**src/rtl/mem_ctrl_pkg.sv**
```systemverilog
// Shared definitions for the unified memory controller.
//   - controller FSM state encoding
//   - latency counter width
//   - default word width and boolean constants
package mem_ctrl_pkg;

    localparam int unsigned WORD_WIDTH = 32;
    localparam int unsigned MEMC_CNT_W = 4;

    localparam logic TRUE  = 1'b1;
    localparam logic FALSE = 1'b0;

    typedef enum logic [1:0] {
        MEMC_IDLE  = 2'd0,
        MEMC_D_ACC = 2'd1,
        MEMC_I_ACC = 2'd2,
        MEMC_DONE  = 2'd3
    } memc_state_e;

endpackage

```
**src/rtl/mem_ctrl_lat_counter.sv**
```systemverilog
// RAM read-latency counter.
//   clk, rst   : clock, asynchronous active-low reset
//   start      : clear the count to 0 on the next edge (wins over enable)
//   enable     : advance the count by one per cycle, saturating at LAT
//   hit        : count == LAT (read data is on ram_rdata this cycle)
module memc_lat_counter
    import mem_ctrl_pkg::*;
#(
    parameter int unsigned LAT = 2
) (
    input  logic clk,
    input  logic rst,
    input  logic start,
    input  logic enable,
    output logic hit
);

    logic [MEMC_CNT_W-1:0] cnt_q;
    logic [MEMC_CNT_W-1:0] cnt_d;

    assign hit = (cnt_q == MEMC_CNT_W'(LAT));

    always_comb begin
        cnt_d = cnt_q;
        if (start) begin
            cnt_d = '0;
        end else if (enable && !hit) begin
            cnt_d = cnt_q + MEMC_CNT_W'(1);
        end
    end

    always_ff @(posedge clk or negedge rst) begin
        if (!rst) begin
            cnt_q <= '0;
        end else begin
            cnt_q <= cnt_d;
        end
    end

endmodule

```
**src/rtl/mem_ctrl.sv**
```systemverilog
// Unified memory controller: serializes the core's data access (priority)
// and instruction fetch onto one single-ported fixed-latency word RAM.
//   clk, rst                      : clock, asynchronous active-low reset
//   pc / inst                     : fetch byte address in, registered instruction out
//   load_en, l_addr / l_data      : load request, registered loaded word out
//   store_en, s_addr, s_data, s_be: store request
//   stall                         : core holds its pipeline while high
//   ram_en, ram_we, ram_addr,
//   ram_wdata, ram_be, ram_rdata  : RAM port (read data LAT cycles after ram_en)
module mem_ctrl
    import mem_ctrl_pkg::*;
#(
    parameter int unsigned W      = WORD_WIDTH,
    parameter int unsigned ADDR_W = 16,
    parameter int unsigned LAT    = 2
) (
    input  logic              clk,
    input  logic              rst,
    input  logic [W-1:0]      pc,
    output logic [W-1:0]      inst,
    input  logic              load_en,
    input  logic [W-1:0]      l_addr,
    output logic [W-1:0]      l_data,
    input  logic              store_en,
    input  logic [W-1:0]      s_addr,
    input  logic [W-1:0]      s_data,
    input  logic [3:0]        s_be,
    output logic              stall,
    output logic              ram_en,
    output logic              ram_we,
    output logic [ADDR_W-1:0] ram_addr,
    output logic [W-1:0]      ram_wdata,
    output logic [3:0]        ram_be,
    input  logic [W-1:0]      ram_rdata
);

    memc_state_e       state_q, state_d;
    logic              is_store_q, is_store_d;
    logic [ADDR_W-1:0] pc_word_q, pc_word_d;
    logic [ADDR_W-1:0] d_word_q, d_word_d;
    logic [W-1:0]      s_data_q, s_data_d;
    logic [3:0]        s_be_q, s_be_d;
    logic [W-1:0]      inst_q, inst_d;
    logic [W-1:0]      l_data_q, l_data_d;
    logic              issue_q, issue_d;
    logic              ld_gap_q, ld_gap_d;

    logic cnt_start;
    logic cnt_en;
    logic cnt_hit;

    // Byte offset and bits above the RAM depth are intentionally discarded.
    logic unused_addr_bits;
    assign unused_addr_bits = ^{pc, l_addr, s_addr};

    memc_lat_counter #(
        .LAT (LAT)
    ) u_lat_cnt (
        .clk    (clk),
        .rst    (rst),
        .start  (cnt_start),
        .enable (cnt_en),
        .hit    (cnt_hit)
    );

    // Next state, request latching and capture registers.
    always_comb begin
        state_d    = state_q;
        is_store_d = is_store_q;
        pc_word_d  = pc_word_q;
        d_word_d   = d_word_q;
        s_data_d   = s_data_q;
        s_be_d     = s_be_q;
        inst_d     = inst_q;
        l_data_d   = l_data_q;
        issue_d    = FALSE;
        ld_gap_d   = FALSE;
        cnt_start  = FALSE;
        cnt_en     = FALSE;

        unique case (state_q)
            MEMC_IDLE: begin
                // A simultaneous load is dropped: the store wins the data slot.
                is_store_d = store_en;
                pc_word_d  = pc[ADDR_W+1:2];
                d_word_d   = store_en ? s_addr[ADDR_W+1:2] : l_addr[ADDR_W+1:2];
                s_data_d   = s_data;
                s_be_d     = s_be;
                cnt_start  = TRUE;
                issue_d    = TRUE;
                state_d    = (store_en || load_en) ? MEMC_D_ACC : MEMC_I_ACC;
            end

            MEMC_D_ACC: begin
                if (is_store_q || ld_gap_q) begin
                    cnt_start = TRUE;
                    issue_d   = TRUE;
                    state_d   = MEMC_I_ACC;
                end else if (cnt_hit) begin
                    // One dead cycle follows the load capture before the
                    // fetch is issued, giving the 2*LAT+5 load step.
                    l_data_d  = ram_rdata;
                    cnt_start = TRUE;
                    ld_gap_d  = TRUE;
                end else begin
                    cnt_en = TRUE;
                end
            end

            MEMC_I_ACC: begin
                if (cnt_hit) begin
                    inst_d    = ram_rdata;
                    cnt_start = TRUE;
                    state_d   = MEMC_DONE;
                end else begin
                    cnt_en = TRUE;
                end
            end

            MEMC_DONE: begin
                state_d = MEMC_IDLE;
            end

            default: begin
                state_d = MEMC_IDLE;
            end
        endcase
    end

    // RAM port: issue_q marks the single strobe cycle of each access.
    always_comb begin
        ram_en    = issue_q;
        ram_we    = issue_q && (state_q == MEMC_D_ACC) && is_store_q;
        ram_addr  = '0;
        if (issue_q) begin
            ram_addr = (state_q == MEMC_I_ACC) ? pc_word_q : d_word_q;
        end
        ram_wdata = ram_we ? s_data_q : '0;
        ram_be    = ram_we ? s_be_q : '0;
        stall     = (state_q != MEMC_DONE);
    end

    assign inst   = inst_q;
    assign l_data = l_data_q;

    always_ff @(posedge clk or negedge rst) begin
        if (!rst) begin
            state_q    <= MEMC_IDLE;
            is_store_q <= 1'b0;
            pc_word_q  <= '0;
            d_word_q   <= '0;
            s_data_q   <= '0;
            s_be_q     <= '0;
            inst_q     <= '0;
            l_data_q   <= '0;
            issue_q    <= 1'b0;
            ld_gap_q   <= 1'b0;
        end else begin
            state_q    <= state_d;
            is_store_q <= is_store_d;
            pc_word_q  <= pc_word_d;
            d_word_q   <= d_word_d;
            s_data_q   <= s_data_d;
            s_be_q     <= s_be_d;
            inst_q     <= inst_d;
            l_data_q   <= l_data_d;
            issue_q    <= issue_d;
            ld_gap_q   <= ld_gap_d;
        end
    end

endmodule

```
**config.mk**
```make
export PLATFORM = sky130hd
export DESIGN_NAME = mem_ctrl
export DESIGN_NICKNAME = d
export VERILOG_FILES = /design/src/rtl/mem_ctrl_pkg.sv /design/src/rtl/mem_ctrl_lat_counter.sv /design/src/rtl/mem_ctrl.sv
export SDC_FILE = /design/constraint.sdc
export NUM_CORES = 1
export LEC_CHECK = 0
export BUFFER_PORTS_ARGS = -buffer_cell sky130_fd_sc_hd__buf_2
export CELL_PAD_IN_SITES_DETAIL_PLACEMENT = 0
export CELL_PAD_IN_SITES_GLOBAL_PLACEMENT = 2
export CORE_UTILIZATION = 26
export DETAILED_ROUTE_END_ITERATION = 7
export MAX_ROUTING_LAYER = met4
export PLACE_DENSITY = 0.81
export RECOVER_POWER = 50
export SETUP_SLACK_MARGIN = 0.15
export SYNTH_ARGS = -nofsm -noshare
export SYNTH_HDL_FRONTEND = slang
export SYNTH_SLANG_ARGS = --single-unit
```
**constraint.sdc**
```tcl
create_clock -name clk -period 1.72 [get_ports clk]
set_input_delay 0.086 -clock clk [delete_from_list [all_inputs] [get_ports clk]]
set_output_delay 0.086 -clock clk [all_outputs]
set_load 0.01 [all_outputs]
```
# Yosys cells after proc, flatten, opt, wreduce, memory -nomap -nowiden
# Index checks and enable logic that the tools add are counted.
[totals]
ff_bits = 141
in_bits = 168
[classes]
bitwise_logic = 1
n_eq_ne = 7
n_reduce_logical = 11
n_addsub = 1
n_mux = 21
[op_table]
columns = ["cell", "n"]
rows = [
  ["16-bit 2-to-1 mux", 3],
  ["32-bit 2-to-1 mux", 1],
  ["4-bit 2-to-1 mux", 3],
  ["2-bit one-hot mux with 4 select lines", 1],
  ["1-bit 2-to-1 mux", 7],
  ["2-bit 2-to-1 mux", 3],
  ["4-bit by 1-bit adder with 4-bit output (second input constant)", 1],
  ["2-bit equality test (second input constant)", 2],
  ["4-bit by 2-bit equality test with 1-bit output (second input constant)", 1],
  ["2-bit != test (second input constant)", 2],
  ["1-bit one-hot mux with 2 select lines", 2],
  ["2-bit AND reduction", 2],
  ["1-bit logical AND", 3],
  ["1-bit one-hot mux with 3 select lines", 1],
  ["3-bit AND reduction", 1],
  ["2-bit by 1-bit equality test with 1-bit output (second input constant)", 1],
  ["2-bit logical NOT", 1],
  ["1-bit logical OR", 2],
  ["2-bit by 1-bit != test with 1-bit output (second input constant)", 1],
  ["2-bit nonzero test", 1],
  ["1-bit logical NOT", 1],
  ["1-bit NOT", 1],
]

# Longest topological paths before layout
[logic_depth]
depth_word = 7
ltp_mapped = 8
ltp_nobuf = 6

# Cells and area by module
# A second synthesis with hierarchy kept.
[unflattened]
cells_unflattened = 445
hier_area_um2 = 6383.6
[by_module_without_submodules]
columns = ["mod", "n_inst", "cells_each", "area_per_inst_um2"]
rows = [
  ["mem_ctrl", 1, 423, 6158.4],
  ["memc_lat_counter", 1, 22, 225.2],
]

# Worst setup path before layout
# No wires, ideal clock.
[synth_path]
path_kind = "register -> register"
from = "register u_lat_cnt.cnt_q[0]"
to = "register inst_q[22], in the netlist inst[22]"
path_buffers = 2
path_stages_with_launch = 8
setup_time_ps = 125
t_arrival_ps = 1558
slack_ps = 38
period_less_slack_ps = 1682
path_cell_list = "dfrtp_1 inv_1 ha_1 nor3b_2 and2_2 buf_6 buf_12 mux2_2"
[synth_via]
elab_chain_len = 2
[synth_rtl]
columns = ["element", "line", "rtl"]
rows = [
  ["start, declared", "mem_ctrl_lat_counter.sv:18", "logic [MEMC_CNT_W-1:0] cnt_q;"],
  ["start signal, assigned", "mem_ctrl_lat_counter.sv:36", "cnt_q <= cnt_d;"],
  ["4-bit by 2-bit equality test with 1-bit output", "mem_ctrl_lat_counter.sv:21", "assign hit = (cnt_q == MEMC_CNT_W'(LAT));"],
  ["2-bit AND reduction (no line)", "-", ""],
  ["end signal, assigned", "mem_ctrl.sv:165", "inst_q <= inst_d;"],
  ["end, declared", "mem_ctrl.sv:43", "logic [W-1:0] inst_q, inst_d;"],
]
# No other way between the ends.
# A chain may end at the register's enable or synchronous reset.

# Final worst setup path
[layout_path]
from = "register state_q[1]"
to = "output ram_wdata[16]"
[layout_via]
elab_chain_len = 4
[layout_rtl]
columns = ["element", "line", "rtl"]
rows = [
  ["start, declared", "mem_ctrl.sv:37", "memc_state_e state_q, state_d;"],
  ["start signal, assigned", "mem_ctrl.sv:159", "state_q <= state_d;"],
  ["2-bit by 1-bit equality test with 1-bit output", "mem_ctrl.sv:133", "ram_we = issue_q && (state_q == MEMC_D_ACC) && is_store_q;"],
  ["1-bit logical AND (2 in series)", "mem_ctrl.sv:133", ""],
  ["32-bit 2-to-1 mux", "mem_ctrl.sv:138", "ram_wdata = ram_we ? s_data_q : '0;"],
  ["end, declared", "mem_ctrl.sv:32", "output logic [W-1:0] ram_wdata,"],
]
# No other way between the ends.

==> results.sh <==
export IMPL_status="complete, but fails checks"
export IMPL_violations="negative setup slack"
export IMPL_placed_area_mm2=0.00783
export IMPL_insertion_delay_ns=0.41
export IMPL_yosys_mux_area_fraction_pct=27.3
export IMPL_nets=1024
export IMPL_cap_violations=0
export IMPL_die_area_mm2=0.0242
export IMPL_synth_top_family_by_area="multiplexers"
export IMPL_start_util_pct=26.8
export IMPL_ys_seq_area_share_pct=57.5
export IMPL_critPathCapture="ram_wdata[16]"
export IMPL_worst_r2r_cell_count=8
export IMPL_slowest_stage="dfrtp_1"
export IMPL_yosysTopAreaCell="dfrtp_1"
export IMPL_hp_class="in -> reg"
export IMPL_crit_chain="inv_2 > ha_4 > buf_6 > and3_4 > buf_8 > and2_1 > buf_2"
export IMPL_cp_arrival_ns=1.85
export IMPL_dr_total_vias=4948
export IMPL_dp_cells=992
export IMPL_insertedDiodeCount=0
export IMPL_route_detailed_drc=0
export IMPL_max_stage_delay_ns=0.39
export IMPL_grt_pass1_wl_mm=25.0
export IMPL_place_congestion=0.697
export IMPL_htreeDepth=4
export IMPL_rsz0062_at_grt="yes"
export IMPL_drive_gt1_share_pct=57.8
export IMPL_regToRegStartpoint="u_lat_cnt.cnt_q[0]$_DFFE_PN0P_"
export IMPL_crit_family="buffers and inverters"
export IMPL_synth_xor_area_share_pct=0
export IMPL_drt_total_wl_mm=18.4
export IMPL_synth_area_per_cell_um2=13.8
export IMPL_synth_simple_area_share_pct=7.81
export IMPL_timing_fmax_ghz=0.517
export IMPL_synth_fa_ha_area_share_pct=1.43
export IMPL_ff2ff_setup_slack_ns=-0.07
export IMPL_p_leak_uw=0.00520
export IMPL_numCtsBuffers=17
export IMPL_fin_area_mm2=0.0109
export IMPL_slew_violations=0
export IMPL_synth_cells=446
export IMPL_clkSlewWorstSetupHoldPaths_ns=0.06
export IMPL_finalHoldViolations=0
export IMPL_fin_crit_ns=1.94
export IMPL_dr_pass1_iters=4
export IMPL_dieHeight_um=156
export IMPL_synth_fp_nets=621
export IMPL_crit_path_start_kind="register"
export IMPL_period_share_pct=113
export IMPL_syn_area_mm2=0.00613
export IMPL_layout_cells_non_filler=1175
export IMPL_critical_path_class="reg -> out"
export IMPL_antenna_found_initial=0
export IMPL_core_area_mm2=0.0229
export IMPL_worstPathRequired_ns=1.63
export IMPL_cts_tree="done"
export IMPL_worst_path_stages=7
export IMPL_tightest_slew_ns=0.982
export IMPL_dp_hpwl_mm=9.91
export IMPL_crit_fanout=9
export IMPL_clock_sinks=141
export IMPL_crit_buf_inv=4
export IMPL_grt_max_degree=53
export IMPL_ys_ff_latch=141
export IMPL_peakVddDrop_v=0.000700
export IMPL_slew_headroom_pct=34.5
export IMPL_ant_nets=0
export IMPL_clockRootBuffer="clkbuf_16"
export IMPL_die_width_um=156
export IMPL_wl_per_cell_um=15.6
export IMPL_ys_types=24
export IMPL_synth_top_area_share_pct=57.5
export IMPL_clockBufferDepth=2
export IMPL_syn2layout_area_growth_pct=76.9
export IMPL_vias_per_cell=4.21
export IMPL_grt_pass1_vias=4959
export IMPL_worstHoldStart="l_addr[3]"
export IMPL_pin_count=287
export IMPL_yosysWarnings=0
export IMPL_r2r_end="inst[14]$_DFFE_PN0P_"
export IMPL_setup_violations=58
export IMPL_portBuffers=238
export IMPL_track_usage_pct=13.6
export IMPL_endpoint_kind="output port"
export IMPL_drtIter0Drc=124
export IMPL_num_rows=55
export IMPL_fin_util_pct=47.4
export IMPL_fin_ws_ns=-0.215
export IMPL_clock_skew_ns=0.00957
export IMPL_yosys_top_cells_area="dfrtp_1 58%, mux2_2 21%, mux2i_1 5.7%"
export IMPL_p_per_area_mw_per_mm2=1710
export IMPL_crit_path_start="state_q[1]$_DFFE_PN0P_"
export IMPL_grt_ovfl_total=0
export IMPL_synth_compound_area_share_pct=2.33
[through the flow]
step / TNS (ns) / power (uW) / setup WS, ns / hold slack, ns
3_5_place_dp: 0 / 12100 / 0.0124 / 0.0241
6_report: -7.76 / 18500 / -0.215 / 0.0138
4_1_cts: -8.72 / 16500 / -0.189 / 0.00356
5_1_grt: -15.41 / 19600 / -0.306 / 0.0281
3_3_place_gp: 0 / 11900 / 0.0121 / 0.0231
2_1_floorplan: 0 / 9640 / 0.0501 / -0.210
[what timing repair did]
item                                    CTS  global route
setup buffers                             9            12
pin swaps                                 6            38
endpoints found under the hold margin   248             0
hold buffers                            113             0
endpoints found under the setup margin  101           172
resized for setup                        54           157
gates cloned                              4            13
[sequential cells by signal, indices dropped and copies added, names as in the netlist, 2 cells and up]
| signal | flops |
|---|---|
| inst | 32 |
| l_data | 32 |
| s_be_q | 4 |
| s_data_q | 32 |
| u_lat_cnt.cnt_q | 4 |
| pc_word_q | 16 |
| d_word_q | 16 |
| state_q | 2 |
[metal layers]
metal	global-route usage (%)	share of wire (%)	vias up
met4	3.50	0.66	0
met5	-	0	-
met3	3.17	3.1	10
met2	23.3	53	123
li1	-	-	2334
met1	16.1	43	2481
[kinds of logic after synthesis]
| group | after synthesis |
|---|---|
| flip-flops | 141 |
| multiplexers | 152 |
| buffers and inverters | 34 |
| adder cells (fa/ha/maj) | 7 |
| AND/OR/NAND/NOR | 84 |
| AO/OA/AOI/OAI | 28 |
[placed cells by master, fill, tap and decap left out, types with 2 or more instances in the layout]
cell and n:
a21oi_1 19, and2_1 8, and2_4 29, buf_12 14, buf_16 5, buf_2 208, buf_4 16, buf_6 41
buf_8 3, clkbuf_1 4, clkbuf_16 26, clkbuf_8 2, clkinv_2 3, clkinvlp_4 5, dfrtp_1 140, dlygate4sd3_1 113
ha_1 2, ha_4 5, inv_1 3, inv_2 3, mux2_2 38, mux2_4 79, mux2i_1 34, nand2_1 5
nor2_1 11, nor2_2 2, nor2_4 5, nor2b_1 17, o21ai_1 5
[cell type report]
class | instances | area (um^2)
clock buffer | 22 | 464
clock inverter | 10 | 91.3
fill | 2036 | 12100
inverter | 7 | 28.8
multi-input combinational | 271 | 2900
sequential | 141 | 3530
tap | 313 | 392
timing repair buffer | 411 | 3450
[power by group]
| part | leakage [uW] | total [uW] | switching, uW | internal (uW) |
|---|---|---|---|---|
| clock network | 0.000258 | 3500 | 1440 | 2060 |
| logic | 0.00328 | 9110 | 3680 | 5430 |
| registers | 0.00166 | 5940 | 933 | 5000 |
| total | 0.00520 | 18500 | 6050 | 12500 |
[synthesized netlist by cell type]
cell and number:
and2_2 1, nor3b_2 2, nor2_1 18, nand2_1 5, mux2_4 2, and3_1 1
nand3_1 1, inv_1 7, o31ai_1 1, nor3_1 1, ha_1 7, and2_1 36
mux2i_1 35, clkbuf_1 8, o21ai_0 6, buf_2 12, buf_12 3, nor2b_1 17
mux2_2 115, a21oi_1 21, nand2_2 1, dfrtp_1 141, or2_2 1, buf_6 4
[worst min-delay path by stage]
stage / end / slack (ns) / cells after the start
2_1_floorplan: d_word_q[0]$_DFFE_PN0P_ / -0.21 / 0
3_3_place_gp: pc_word_q[10]$_DFFE_PN0P_ / 0.02 / 1
3_5_place_dp: pc_word_q[10]$_DFFE_PN0P_ / 0.02 / 1
4_1_cts: d_word_q[13]$_DFFE_PN0P_ / 0.004 / 3
5_1_grt: d_word_q[1]$_DFFE_PN0P_ / 0.03 / 3
6_report: d_word_q[1]$_DFFE_PN0P_ / 0.01 / 3
[worst register-to-register path: cells and delay by family, from the launching register on]
family                   cells  cell delay, ns
AND/OR/NAND/NOR              2            0.46
buffers and inverters        4            0.41
adder cells (fa/ha/maj)      1            0.11
multiplexers                 1            0.30
flip-flops                   1            0.38
(Power assumes the default switching activity.)
